**config.mk**
```make
export PLATFORM = sky130hd
export DESIGN_NAME = trigger_controller
export DESIGN_NICKNAME = d
export VERILOG_FILES = /design/src/rtl/trigger_controller.sv
export SDC_FILE = /design/constraint.sdc
export NUM_CORES = 1
export LEC_CHECK = 0
export BUFFER_PORTS_ARGS = -buffer_cell sky130_fd_sc_hd__buf_2
export CAP_MARGIN = 20
export CORE_AREA = 2 2 74 76
export DETAILED_ROUTE_END_ITERATION = 8
export DIE_AREA = 0 0 76 78
export PLACE_DENSITY = 0.76
export SYNTH_ARGS = -nofsm -noshare
export SYNTH_HDL_FRONTEND = slang
export SYNTH_SLANG_ARGS = --single-unit
```
**constraint.sdc**
```tcl
create_clock -name clk -period 1.5 [get_ports clk]
set_input_delay 0.225 -clock clk [delete_from_list [all_inputs] [get_ports clk]]
set_output_delay 0.225 -clock clk [all_outputs]
set_load 0.01 [all_outputs]
```
**src/rtl/trigger_controller.sv**
```systemverilog
// Round-robin trigger arbiter and readout sequencer for the muon DAQ.
// Optional macro TRIGGER_CTRL_LOST_COUNT_EN adds a saturating lost-request counter.
module trigger_controller #(
  parameter int N_SRC           = 4,
  parameter int DEADTIME_CYCLES = 8,
  parameter int TIMEOUT_CYCLES  = 1024,
  parameter int TAG_WIDTH       = 16
) (
  input  logic                     clk,
  input  logic                     aresetn,
  input  logic                     enable_i,
  input  logic [N_SRC-1:0]         src_mask_i,
  input  logic [N_SRC-1:0]         trig_req_i,
  input  logic                     readout_done_i,
  output logic                     trig_o,
  output logic [$clog2(N_SRC)-1:0] trig_src_o,
  output logic [TAG_WIDTH-1:0]     trig_tag_o,
  output logic                     busy_o,
  output logic                     timeout_o
`ifdef TRIGGER_CTRL_LOST_COUNT_EN
  ,
  output logic [15:0]              lost_count_o
`endif
);

  localparam int SRC_W = $clog2(N_SRC);
  localparam int TO_W  = $clog2(TIMEOUT_CYCLES);
  localparam int DT_W  = (DEADTIME_CYCLES > 1) ? $clog2(DEADTIME_CYCLES) : 1;

  localparam logic [SRC_W-1:0] PTR_RESET = SRC_W'(N_SRC - 1);
  localparam logic [TO_W-1:0]  TO_LAST   = TO_W'(TIMEOUT_CYCLES - 1);
  localparam logic [DT_W-1:0]  DT_LAST   = DT_W'(DEADTIME_CYCLES - 1);

  // TIMEOUT is the single cycle in which timeout_o is high, ahead of the dead time.
  typedef enum logic [1:0] {
    IDLE,
    WAIT_DONE,
    TIMEOUT,
    DEADTIME
  } state_e;

  state_e               state_q, state_d;
  logic [SRC_W-1:0]     ptr_q, ptr_d;
  logic [TAG_WIDTH-1:0] tag_cnt_q, tag_cnt_d;
  logic [TO_W-1:0]      to_cnt_q, to_cnt_d;
  logic [DT_W-1:0]      dt_cnt_q, dt_cnt_d;
  logic                 trig_q, trig_d;
  logic [SRC_W-1:0]     trig_src_q, trig_src_d;
  logic [TAG_WIDTH-1:0] trig_tag_q, trig_tag_d;
  logic                 busy_q, busy_d;
  logic                 timeout_q, timeout_d;

  logic [N_SRC-1:0]     eligible;
  logic                 grant_vld;
  logic [SRC_W-1:0]     grant_idx;
  logic [SRC_W-1:0]     cand;

  assign eligible = trig_req_i & src_mask_i;

  // Round-robin search: first eligible source strictly after the last winner.
  // NOTE: every variable driven in always_comb gets a default first, so no path infers a latch.
  always_comb begin
    grant_vld = 1'b0;
    grant_idx = '0;
    cand      = '0;
    for (int i = 1; i <= N_SRC; i++) begin
      cand = SRC_W'((int'(ptr_q) + i) % N_SRC);
      if (!grant_vld && eligible[cand]) begin
        grant_vld = 1'b1;
        grant_idx = cand;
      end
    end
  end

  always_comb begin
    state_d    = state_q;
    ptr_d      = ptr_q;
    tag_cnt_d  = tag_cnt_q;
    to_cnt_d   = to_cnt_q;
    dt_cnt_d   = dt_cnt_q;
    trig_d     = 1'b0;
    trig_src_d = trig_src_q;
    trig_tag_d = trig_tag_q;
    timeout_d  = 1'b0;

    case (state_q)
      IDLE: begin
        to_cnt_d = '0;
        dt_cnt_d = '0;
        if (enable_i && grant_vld) begin
          trig_d     = 1'b1;
          trig_src_d = grant_idx;
          trig_tag_d = tag_cnt_q;
          ptr_d      = grant_idx;
          tag_cnt_d  = tag_cnt_q + TAG_WIDTH'(1);
          state_d    = WAIT_DONE;
        end
      end

      WAIT_DONE: begin
        // Done has priority over an expiry evaluated in the same cycle.
        if (readout_done_i) begin
          dt_cnt_d = '0;
          state_d  = DEADTIME;
        end else if (to_cnt_q == TO_LAST) begin
          timeout_d = 1'b1;
          state_d   = TIMEOUT;
        end else begin
          to_cnt_d = to_cnt_q + TO_W'(1);
        end
      end

      TIMEOUT: begin
        dt_cnt_d = '0;
        state_d  = DEADTIME;
      end

      DEADTIME: begin
        if (dt_cnt_q == DT_LAST) begin
          state_d = IDLE;
        end else begin
          dt_cnt_d = dt_cnt_q + DT_W'(1);
        end
      end

      default: state_d = IDLE;
    endcase

    busy_d = (state_d != IDLE);
  end

  // NOTE: sequential state uses non-blocking assignments so all flops update together at the edge.
  always_ff @(posedge clk or negedge aresetn) begin
    if (!aresetn) begin
      state_q    <= IDLE;
      ptr_q      <= PTR_RESET;
      tag_cnt_q  <= '0;
      to_cnt_q   <= '0;
      dt_cnt_q   <= '0;
      trig_q     <= 1'b0;
      trig_src_q <= '0;
      trig_tag_q <= '0;
      busy_q     <= 1'b0;
      timeout_q  <= 1'b0;
    end else begin
      state_q    <= state_d;
      ptr_q      <= ptr_d;
      tag_cnt_q  <= tag_cnt_d;
      to_cnt_q   <= to_cnt_d;
      dt_cnt_q   <= dt_cnt_d;
      trig_q     <= trig_d;
      trig_src_q <= trig_src_d;
      trig_tag_q <= trig_tag_d;
      busy_q     <= busy_d;
      timeout_q  <= timeout_d;
    end
  end

  assign trig_o     = trig_q;
  assign trig_src_o = trig_src_q;
  assign trig_tag_o = trig_tag_q;
  assign busy_o     = busy_q;
  assign timeout_o  = timeout_q;

`ifdef TRIGGER_CTRL_LOST_COUNT_EN
  logic [15:0]      lost_q, lost_d;
  logic [N_SRC-1:0] losers;
  logic             lost_now;

  // A cycle is lost when a live request exists and either nobody can be granted or some requester lost.
  always_comb begin
    losers   = eligible & ~(N_SRC'(1) << grant_idx);
    lost_now = enable_i && (|eligible) && ((state_q != IDLE) || (|losers));
    lost_d   = lost_q;
    if (lost_now && (lost_q != 16'hFFFF)) begin
      lost_d = lost_q + 16'd1;
    end
  end

  always_ff @(posedge clk or negedge aresetn) begin
    if (!aresetn) begin
      lost_q <= '0;
    end else begin
      lost_q <= lost_d;
    end
  end

  assign lost_count_o = lost_q;
`endif

  a_trig_single : assert property (@(posedge clk) disable iff (!aresetn) trig_o |=> !trig_o);
  a_trig_busy   : assert property (@(posedge clk) disable iff (!aresetn) trig_o |-> busy_o);
  a_to_busy     : assert property (@(posedge clk) disable iff (!aresetn) timeout_o |-> (busy_o && !trig_o));

endmodule

```
==> metrics.md, run 1 <==
| Metric | Value |
|---|---|
| Root Buffer | `clkbuf_8` |
| Async SR Flop Fraction | `1.00` |
| Initial antenna violation count | `0` |
| Critical path arrival | `1840 ps` |
| DRC Markers | `0` |
| Crit path kind | `reg -> reg` |
| Seq/Total Area, Yosys | `0.538` |
| Crit-path cells | `or3b_4, a21o_4, buf_12, mux2_4` |
| Clk Latency, worst-skew pair | `300 ps` |
| Total wire length | `5080 um` |
| Mapped Cells | `204` |
| Max Root-Sink Buffers | `2` |
| Row Count | `26` |
| Starting Density | `0.499` |
| CP max FO | `7` |
| FF-to-FF End | `trig_tag_o[10]` |
| PwrDens | `1220 mW/mm^2` |
| Status | `finished with violations` |
| Leakage Power | `1.58 nW` |
| Failing checks | `setup timing` |
| Post-synthesis cell type count | `45` |
| Cell family with most CP delay | `flip-flops` |
| Hold Path Cell Cnt | `2` |
| Area growth from synthesis to final layout | `29.9%` |
| Die area | `0.00593 mm^2` |
| Fin crit share | `1.09` |
| Worst path max stage delay | `410 ps` |
| Clock transition at the registers of the reported paths | `90 ps` |
| Worst-Margin Slew | `516 ps` |
| Overall Global Routing Usage | `0.175` |
| Post-synth EDFFs | `0` |
| Vias per inst | `5.32` |
| Die width | `76 um` |
| Global-route wire length before repair | `8460 um` |
| Min-Delay Endpoint | `timeout_o` |
| FF+latch area | `0.00135 mm^2` |
| Syn Area/Cell | `12.3 um^2` |
| Max VDD drop | `0.600 mV` |
| DIE HEIGHT | `78 um` |
| Launch point of the worst reg-to-reg path | `state_q[1]` |
| Bufs and invs on worst path | `1` |
| Initial drt markers | `71` |
| Worst relative slew slack | `0.655` |
| Fmax | `0.609 GHz` |
| Critical path startpoint category | `flop` |
| #FFs+latches synth | `54` |
| Total CTS buffers | `5` |
| # nets final | `290` |
| Hold/Removal Path Class | `in -> reg` |
| Setup ws final | `-142 ps` |
| Setup-failing EPs final | `36` |
| GPL Wtd Cong | `0.908` |
| Reg2reg setup slack | `-140 ps` |
| Hold_sp | `readout_done_i` |
| Slowest CP cell | `dfrtp_1` |
| Share of post-route cells with drive strength above 1 | `0.429` |
| Count of input and output buffers | `32` |
| Ant diodes | `0` |
| H-tree Lvls | `2` |
| Clock sink count | `54` |
| Final instance area | `0.00327 mm^2` |
| Post-Synthesis Net Count | `220` |
| Crit end category | `flop` |
| Crit path time final | `1640 ps` |
| Critical Path RT | `1690 ps` |
| Fillers | `378` |
| Reg2reg path depth | `4` |
| Post-DP HPWL | `3520 um` |
| Vias in the first global route | `1839` |
| I/O Pins | `33` |
| Hold Vio Cnt, Final | `0` |
| Power consumption | `4.00 mW` |
| Max Clock Skew | `2.93 ps` |
| Post-DRT Antenna Nets | `0` |
| Synth Cell Area | `0.00252 mm^2` |
| Largest net degree at the start of global routing | `36` |
| Pre-antenna DRT Iters | `5` |
| Core area | `0.00504 mm^2` |
| Grt total ovfl | `0` |
| DP Area | `0.00299 mm^2` |
| DR vias | `1837` |
| CTS tree | `built` |
| Maxcap violations | `0` |
| RSZ-0062 raised after global routing | `yes` |
| Area occupied by multi-input gates | `0.00121 mm^2` |
| DR WL/cell | `14.7 um` |
| Synth Flop Type | `dfrtp_1` |
| Max Transition Viols Final | `0` |
| Ys Warns | `0` |
| Dpl ws | `-133 ps` |
## cell families after synthesis
kind of cell | Yosys count | synth area share
buffers and inverters | 10 | 0.0209
xor gates and xnor gates | 19 | 0.0661
AOI/OAI and AO/OA | 34 | 0.110
DFF | 54 | 0.538
muxes | 18 | 0.101
and+or+nand+nor | 65 | 0.144
adders and majority gates | 4 | 0.0199
## state kept, by name, indices dropped and copies added, names as in the netlist, 2 cells and up
name        flops
to_cnt_q       10
tag_cnt_q      16
dt_cnt_q        3
ptr_q           2
trig_src_o      2
state_q         2
trig_tag_o     16
## where the power goes
group	switching (mW)	leakage (nW)	internal [mW]
sequential	0.186	0.707	1.70
clock	0.456	0.0579	0.492
combinational	0.584	0.820	0.576
## stage by stage
stage                     setup TNS [ps]  utilization  hold slack, ps  instances
after detailed placement           -2840        0.594             202        331
after global routing               -4680        0.648             201        345
after floorplan                    -1550            -           -70.6        204
after CTS                          -2620        0.628             153        343
final                              -2820        0.648             202        345
after global placement             -1880        0.594             195        331
## final cells by class
class	count	share of cell area
Clock buffer	5	0.0211
Clock inverter	3	0.0123
Inverter	6	0.00842
Multi-Input combinational cell	140	0.371
Sequential cell	54	0.414
Tap cell	70	0.0268
Timing Repair Buffer	66	0.145
Timing Repair inverter	1	0.00153
## worst reg2reg max path, cell delays in order (launching register included)
cell and delay (ps):
dfrtp_1 410, or3b_4 410, a21o_4 260, buf_12 160, mux2_4 290
## per-layer routing
layer | routed length [um] | vias to the layer above | global-route usage
li1 | - | 893 | -
met1 | 2280 | 904 | 0.225
met2 | 2590 | 31 | 0.307
met3 | 134 | 9 | 0.0302
met4 | 84 | 0 | 0.0491
met5 | 0 | - | 0
## cells in the final DEF (no fill, tap or decap), drive strengths merged, types with 2 or more instances in the layout
cell / instances
buf: 65
dfrtp: 52
xnor2: 17
mux2: 17
nand2: 14
nand3: 12
nand4: 9
nor2: 8
inv: 6
clkbuf: 5
o21ai: 5
a21oi: 4
nor2b: 4
a22oi: 4
a21o: 4
ha: 4
a31oi: 3
clkinv: 3
o311ai: 3
or3b: 2
and3: 2
a41o: 2
and2: 2
o22ai: 2
xor2: 2
dfstp: 2
or3: 2
nor3: 2
and4: 2
nor3b: 2
a2111oi: 2
## worst max path at each step
stage                     end  depth (start not counted)  startpoint  slack, ps
2_1_floorplan  trig_tag_o[10]                          4  state_q[1]       -100
3_3_place_gp   trig_tag_o[13]                          4  state_q[1]       -100
3_5_place_dp     tag_cnt_q[1]                          4  state_q[1]       -130
4_1_cts          tag_cnt_q[1]                          4  state_q[1]       -120
5_1_grt         tag_cnt_q[15]                          5  state_q[1]       -190
6_report       trig_tag_o[10]                          4  state_q[1]       -140
## cells in the mapped netlist, types with 4 or more instances
master / n / share of area
nor2b_1: 4 / 0.0099
dfrtp_1: 52 / 0.52
nor2_1: 8 / 0.012
xnor2_1: 17 / 0.059
o21ai_0: 5 / 0.0099
nand2_1: 14 / 0.021
ha_1: 4 / 0.020
inv_1: 5 / 0.0075
a21oi_1: 4 / 0.0080
mux2_4: 14 / 0.084
nand4_1: 9 / 0.022
nand3_1: 12 / 0.024
## what timing repair did
| item | CTS | global route |
|---|---|---|
| pin swaps | 11 | 13 |
| setup endpoints to repair | 44 | 48 |
| setup buffers | 3 | 1 |
| gates resized for setup | 10 | 22 |
| hold buffers | 1 | 0 |
| endpoints found under the hold margin | 17 | 0 |
| cloned | 0 | 1 |
Power figures use the tool's default switching activity.
==> run 2: changes to the inputs <==
- PLACE_DENSITY: 0.76 -> 0.74
- clock period: 1.5 -> 2.1 ns (I/O delays scaled with it)
==> run 2 against run 1 <==
The run now ends clean. Flip-flop and latch count is the same. Worst hold slack improved by 61 ps. Global-route usage down 1.1 points. Utilization shrank 7.7 points. Cell count decreased by 8.7%. Clock skew increased by 1.9 ps. Clock power fell by 38%. Sequential power down 29%. Routed wire length shrank 11%.
==> metrics.md, run 2 (synthesized netlist as in run 1, its figures left out) <==
| Metric | Value |
|---|---|
| Bufs and invs on worst path | `0 (-1)` |
| PwrDens | `885 mW/mm^2 (-28%)` |
| Met3 Resource Use GR | `0.0407 (+0.0105)` |
| Power consumption | `2.55 mW (-36%)` |
| Clk Latency, worst-skew pair | `300 ps (about the same)` |
| Clock transition at the registers of the reported paths | `90 ps (about the same)` |
| RSZ-0062 raised after global routing | `no` |
| Share of post-route cells with drive strength above 1 | `0.286 (-0.143)` |
| Slowest CP cell | `or3b_4` |
| DR vias | `1684 (-8.3%)` |
| Commonest non-fill, non-tap cell in the layout | `dfrtp_1` |
| Worst relative slew slack | `0.607 (-0.0477)` |
| Setup-failing EPs final | `0 (-100%)` |
| Die area | `0.00593 mm^2 (unchanged)` |
| Leakage Power | `1.37 nW (-14%)` |
| CP max FO | `5 (-2)` |
| Most Crowded Layer GR | `met2` |
| Worst path max stage delay | `420 ps (about the same)` |
| Vias per inst | `5.35 (+0.40%)` |
| Row Count | `26 (unchanged)` |
| Pre-antenna DRT Iters | `4 (-1)` |
| GPL Wtd Cong | `0.831 (-8.5%)` |
| Initial antenna violation count | `0 (unchanged)` |
| Critical Path RT | `2270 ps (+580 ps)` |
| Starting Density | `0.499 (unchanged)` |
| Die width | `76 um (unchanged)` |
| CTS tree | `built` |
| Critical path startpoint category | `flop` |
| # nets final | `260 (-10%)` |
| Count of input and output buffers | `32 (unchanged)` |
| Dpl ws | `302 ps (+434 ps)` |
| Met2 GRT Util | `0.277 (-0.0304)` |
| Maxcap violations | `0 (unchanged)` |
| DRC Markers | `0 (unchanged)` |
| Fin crit share | `0.831 (-0.264)` |
| Post-DRT Antenna Nets | `0 (unchanged)` |
| Setup TNS | `0 ps (+2820 ps)` |
| Crit path time final | `1740 ps (+102 ps)` |
| DR WL/cell | `14.3 um (-2.8%)` |
| Status | `completed` |
| Post-DP HPWL | `3130 um (-11%)` |
| Max Clock Skew | `4.78 ps (+1.85 ps)` |
| Fillers | `433 (+15%)` |
| Crit path kind | `reg -> reg` |
| Hold Vio Cnt, Final | `0 (unchanged)` |
| Non-filler instance count after layout | `315 (-8.7%)` |
| Root Buffer | `clkbuf_8` |
| Max Root-Sink Buffers | `2 (unchanged)` |
| Crit-path cells | `ha_1, or3b_4, a2111oi_4, xnor2_1, nor2_1` |
| Global-route wire length before repair | `7730 um (-8.6%)` |
| H-tree Lvls | `2 (unchanged)` |
| Commonest non-fill, non-tap cells in the layout | `dfrtp_1 (52), buf_2 (32), xnor2_1 (17), nand2_1 (14), mux2_4 (14)` |
| DIE HEIGHT | `78 um (unchanged)` |
| Initial drt markers | `56 (-21%)` |
| Placed Cells | `306 (-7.6%)` |
| Grt total ovfl | `0 (unchanged)` |
| Worst-Margin Slew | `575 ps (+58.6 ps)` |
| Cell family with most CP delay | `simple AND/OR/NAND/NOR gates` |
| Total CTS buffers | `5 (unchanged)` |
| Clock sink count | `54 (unchanged)` |
| Max Transition Viols Final | `0 (unchanged)` |
| Overall Global Routing Usage | `0.164 (-0.0107)` |
| Met1 GRT Util | `0.207 (-0.0177)` |
| I/O Pins | `33 (unchanged)` |
| Total wire length | `4510 um (-11%)` |
| Fmax | `0.573 GHz (-5.8%)` |
| Post_cts resized | `0 (-10)` |
| Vias in the first global route | `1615 (-12%)` |
| Max VDD drop | `0.611 mV (+1.9%)` |
| Critical path arrival | `1910 ps (+70 ps)` |
| Largest net degree at the start of global routing | `55 (+53%)` |
| Hold/Removal Path Class | `in -> reg` |
| Area growth from synthesis to final layout | `14.4%` |
| Crit end category | `flop` |
| Core area | `0.00504 mm^2 (unchanged)` |
| Ant diodes | `0 (unchanged)` |
| Setup ws final | `356 ps (+498 ps)` |
-- run 2: cell count changes in the layout (fill, tap and decap cells not counted), moves of 3 or more --
cell	change
buf_4	-22
nand3_2	-5
buf_6	-5
o311ai_0	+3
nand3_1	+5
-- run 2: path summary, 6_finish.rpt --
check	from	end	slack, ps	cells after the start
max reg2reg	to_cnt_q[0]	to_cnt_q[6]	360	5
min reg2reg	tag_cnt_q[15]	tag_cnt_q[15]	490	1
min in group asynchronous	aresetn	dt_cnt_q[1]	540	3
max	to_cnt_q[0]	to_cnt_q[6]	360	5
min	readout_done_i	timeout_o	260	2
max in group asynchronous	aresetn	ptr_q[0]	1270	3
-- run 2: layer usage --
layer	wire (um)	up-vias	share of wire
li1	-	830	-
met1	2030	819	0.45
met2	2240	29	0.50
met3	170	6	0.038
met4	65	0	0.014
met5	0	-	0
-- run 2: cell type report --
| type | instances | area, um^2 | area share |
|---|---|---|---|
| multi-input combinational | 140 | 1110 | 0.386 |
| timing repair buffer | 37 | 213 | 0.0739 |
| inverter | 6 | 22.5 | 0.00783 |
| tap | 70 | 87.6 | 0.0304 |
| clock inverter | 1 | 5.00 | 0.00174 |
| clock buffer | 7 | 86.3 | 0.0300 |
| sequential | 54 | 1350 | 0.470 |
-- run 2: stage by stage --
| step | util | hold WS, ps | area, um^2 |
|---|---|---|---|
| final | 0.571 | 262 | 2880 |
| after global routing | 0.571 | 240 | 2880 |
| after CTS | 0.571 | 247 | 2880 |
| after detailed placement | 0.551 | 330 | 2780 |
| after global placement | 0.551 | 330 | 2780 |
| after floorplan | - | 19.4 | 2520 |
-- run 2: power by group --
part           internal [mW]  switching [mW]  total (mW)
Clock                  0.267           0.320       0.587
Combinational          0.288           0.324       0.612
Sequential              1.21           0.132        1.35
-- run 2: what timing repair did --
action | in CTS | in global routing
hold buffers | 1 | 0
hold endpoints to repair | 21 | 0
buffers inserted | 0 | 0
==> run 3: changes to the inputs <==
- PLACE_DENSITY: 0.74 -> 0.76
- clock period: 2.1 -> 1.4 ns (I/O delays scaled with it)
==> run 3 against run 2 <==
The flow now finishes with violations (setup timing). Flip-flop and latch count unchanged. Clock power increased by 74%. Final area increased by 21%. Worst hold slack got worse by 150 ps. Non-clock buffer count increased by 42. Highest routed layer unchanged.
==> metrics.md, run 3 (synthesized netlist as in run 1, its figures left out) <==
| Metric | Value |
|---|---|
| Hold Vio Cnt, Final | `0 (unchanged)` |
| Die width | `76 um (unchanged)` |
| Int Pwr | `3.09 mW (+75%)` |
| Core area | `0.00504 mm^2 (unchanged)` |
| Count of input and output buffers | `32 (unchanged)` |
| Crit path time final | `1610 ps (-134 ps)` |
| Stages on worst setup path | `4 (-1)` |
| GPL Wtd Cong | `0.937 (+13%)` |
| Leakage Power | `1.65 nW (+21%)` |
| Hold/Removal Path Class | `in -> reg` |
| Vias per inst | `5.33 (-0.34%)` |
| Non-filler instance count after layout | `357 (+13%)` |
| Total CTS buffers | `5 (unchanged)` |
| Max Transition Viols Final | `0 (unchanged)` |
| Initial drt markers | `67 (+20%)` |
| Total wire length | `5380 um (+19%)` |
| Die area | `0.00593 mm^2 (unchanged)` |
| Critical Path RT | `1640 ps (-630 ps)` |
| Setup-failing EPs final | `42 (+42)` |
| Area growth from synthesis to final layout | `38.0%` |
| Min-Delay Endpoint | `timeout_o` |
| Clock sink count | `54 (unchanged)` |
| Reg2reg path depth | `4 (-1)` |
| Starting Density | `0.499 (unchanged)` |
| Worst path max stage delay | `430 ps (about the same)` |
| PwrDens | `1300 mW/mm^2 (+47%)` |
| Fmax | `0.621 GHz (+8.3%)` |
| Slowest CP cell | `or4_4` |
| Row Count | `26 (unchanged)` |
| RSZ-0062 raised after global routing | `yes` |
| DR WL/cell | `15.1 um (+5.2%)` |
| # nets final | `302 (+16%)` |
| I/O Pins | `33 (unchanged)` |
| Switching Power | `1.42 mW (+83%)` |
| Fin crit share | `1.15 (+0.319)` |
| Critical path startpoint category | `flop` |
| Clock transition at the registers of the reported paths | `90 ps (about the same)` |
| Sw Ratio | `0.315 (+0.00951)` |
| Max Root-Sink Buffers | `2 (unchanged)` |
| Hold_sp | `readout_done_i` |
| Post-DRT Antenna Nets | `0 (unchanged)` |
| CP max FO | `3 (-2)` |
| DP Area | `0.00312 mm^2 (+12%)` |
| Hold Path Cell Cnt | `2 (unchanged)` |
| Grt total ovfl | `0 (unchanged)` |
| Setup ws final | `-210 ps (-566 ps)` |
| Gate power share | `0.330 (+0.090)` |
| Failing checks | `setup timing` |
| Largest net degree at the start of global routing | `21 (-62%)` |
| Placed Cells | `345 (+13%)` |
| Initial antenna violation count | `0 (unchanged)` |
| FF-to-FF End | `to_cnt_q[8]` |
| DR vias | `1902 (+13%)` |
| Critical path arrival | `1850 ps (-60 ps)` |
| Post-DP HPWL | `3790 um (+21%)` |
| Commonest non-fill, non-tap cell in the layout | `dfrtp_1` |
| Root Buffer | `clkbuf_8` |
| Global-route wire length before repair | `8880 um (+15%)` |
| Share of post-route cells with drive strength above 1 | `0.484 (+0.199)` |
| Final instance area | `0.00347 mm^2 (+21%)` |
| CTS tree | `built` |
| Power consumption | `4.52 mW (+77%)` |
| Status | `finished with violations` |
| Crit path kind | `reg -> reg` |
| Cell family with most CP delay | `simple AND/OR/NAND/NOR gates` |
| Flop pwr share | `0.444 (-0.085)` |
| Commonest non-fill, non-tap cells in the layout | `dfrtp_1 (52), buf_4 (36), buf_2 (32), xnor2_1 (16), mux2_4 (15)` |
| Max VDD drop | `0.607 mV (-0.69%)` |
| Crit end category | `flop` |
| Overall Global Routing Usage | `0.185 (+0.0209)` |
| Bufs and invs on worst path | `0 (unchanged)` |
| Pre-antenna DRT Iters | `4 (unchanged)` |
| Clk Latency, worst-skew pair | `300 ps (about the same)` |
| Vias in the first global route | `1936 (+20%)` |
| Ant diodes | `0 (unchanged)` |
| Reg2reg setup slack | `-210 ps (-570 ps)` |
| Worst relative slew slack | `0.651 (+0.0438)` |
| Launch point of the worst reg-to-reg path | `to_cnt_q[1]` |
| Max Clock Skew | `3.00 ps (-1.79 ps)` |
| H-tree Lvls | `2 (unchanged)` |
| Maxcap violations | `0 (unchanged)` |
| Clock share of power | `0.226 (-0.004)` |
| Crit-path cells | `ha_4, or3b_4, or4_4, a21oi_2` |
| DIE HEIGHT | `78 um (unchanged)` |
| Worst-Margin Slew | `524 ps (-50.9 ps)` |
| DRC Markers | `0 (unchanged)` |
run 3: per-layer routing:
layer	GRT usage	vias to the layer above	share of wire
li1	-	917	-
met1	0.237	944	0.45
met2	0.318	35	0.50
met3	0.0337	6	0.031
met4	0.0655	0	0.015
met5	0	-	0
run 3: area by class of cell:
type | instances | area (um^2)
clock buffer | 6 | 72.6
clock inverter | 2 | 37.5
fill | 357 | 1570
inverter | 6 | 25.0
multi-input combinational | 140 | 1310
sequential | 54 | 1350
tap | 70 | 87.6
timing repair buffer | 79 | 588
run 3: metrics by stage:
stage	hold WS, ps	utilization	setup slack, ps	TNS, ps
after floorplan	-85.6	-	-196	-4470
after global placement	179	0.619	-155	-4230
after detailed placement	179	0.619	-206	-5640
after CTS	101	0.655	-200	-5590
after global routing	106	0.689	-249	-7970
final	113	0.689	-210	-6000
run 3: worst reg2reg max path, cell delays in order, from the launching register on:
cell	delay, ps
dfrtp_1	400
ha_4	160
or3b_4	410
or4_4	430
a21oi_2	150
run 3: repair_timing:
action / CTS / global route
hold buffers: 1 / 0
hold endpoints to repair: 13 / 0
pin swaps: 12 / 13
setup endpoints to repair: 48 / 50
gates resized for setup: 15 / 30
setup buffers: 1 / 4
cloned: 0 / 0
run 3: power by group through the flow:
stage	registers, mW	logic [mW]	clock network, mW
finish	2.01	1.49	1.02
global route	2.04	1.63	1.12
CTS	2.00	1.26	1.05
detailed placement	2.02	1.20	0
global placement	2.01	1.15	0
floorplan	2.05	0.649	0
run 3: worst max path at each step:
stage                           to        start
finish                 to_cnt_q[8]  to_cnt_q[1]
global route         tag_cnt_q[15]   state_q[1]
CTS                  trig_tag_o[0]   state_q[0]
detailed placement     to_cnt_q[8]  to_cnt_q[1]
global placement    trig_tag_o[12]   state_q[0]
floorplan           trig_tag_o[10]   state_q[1]
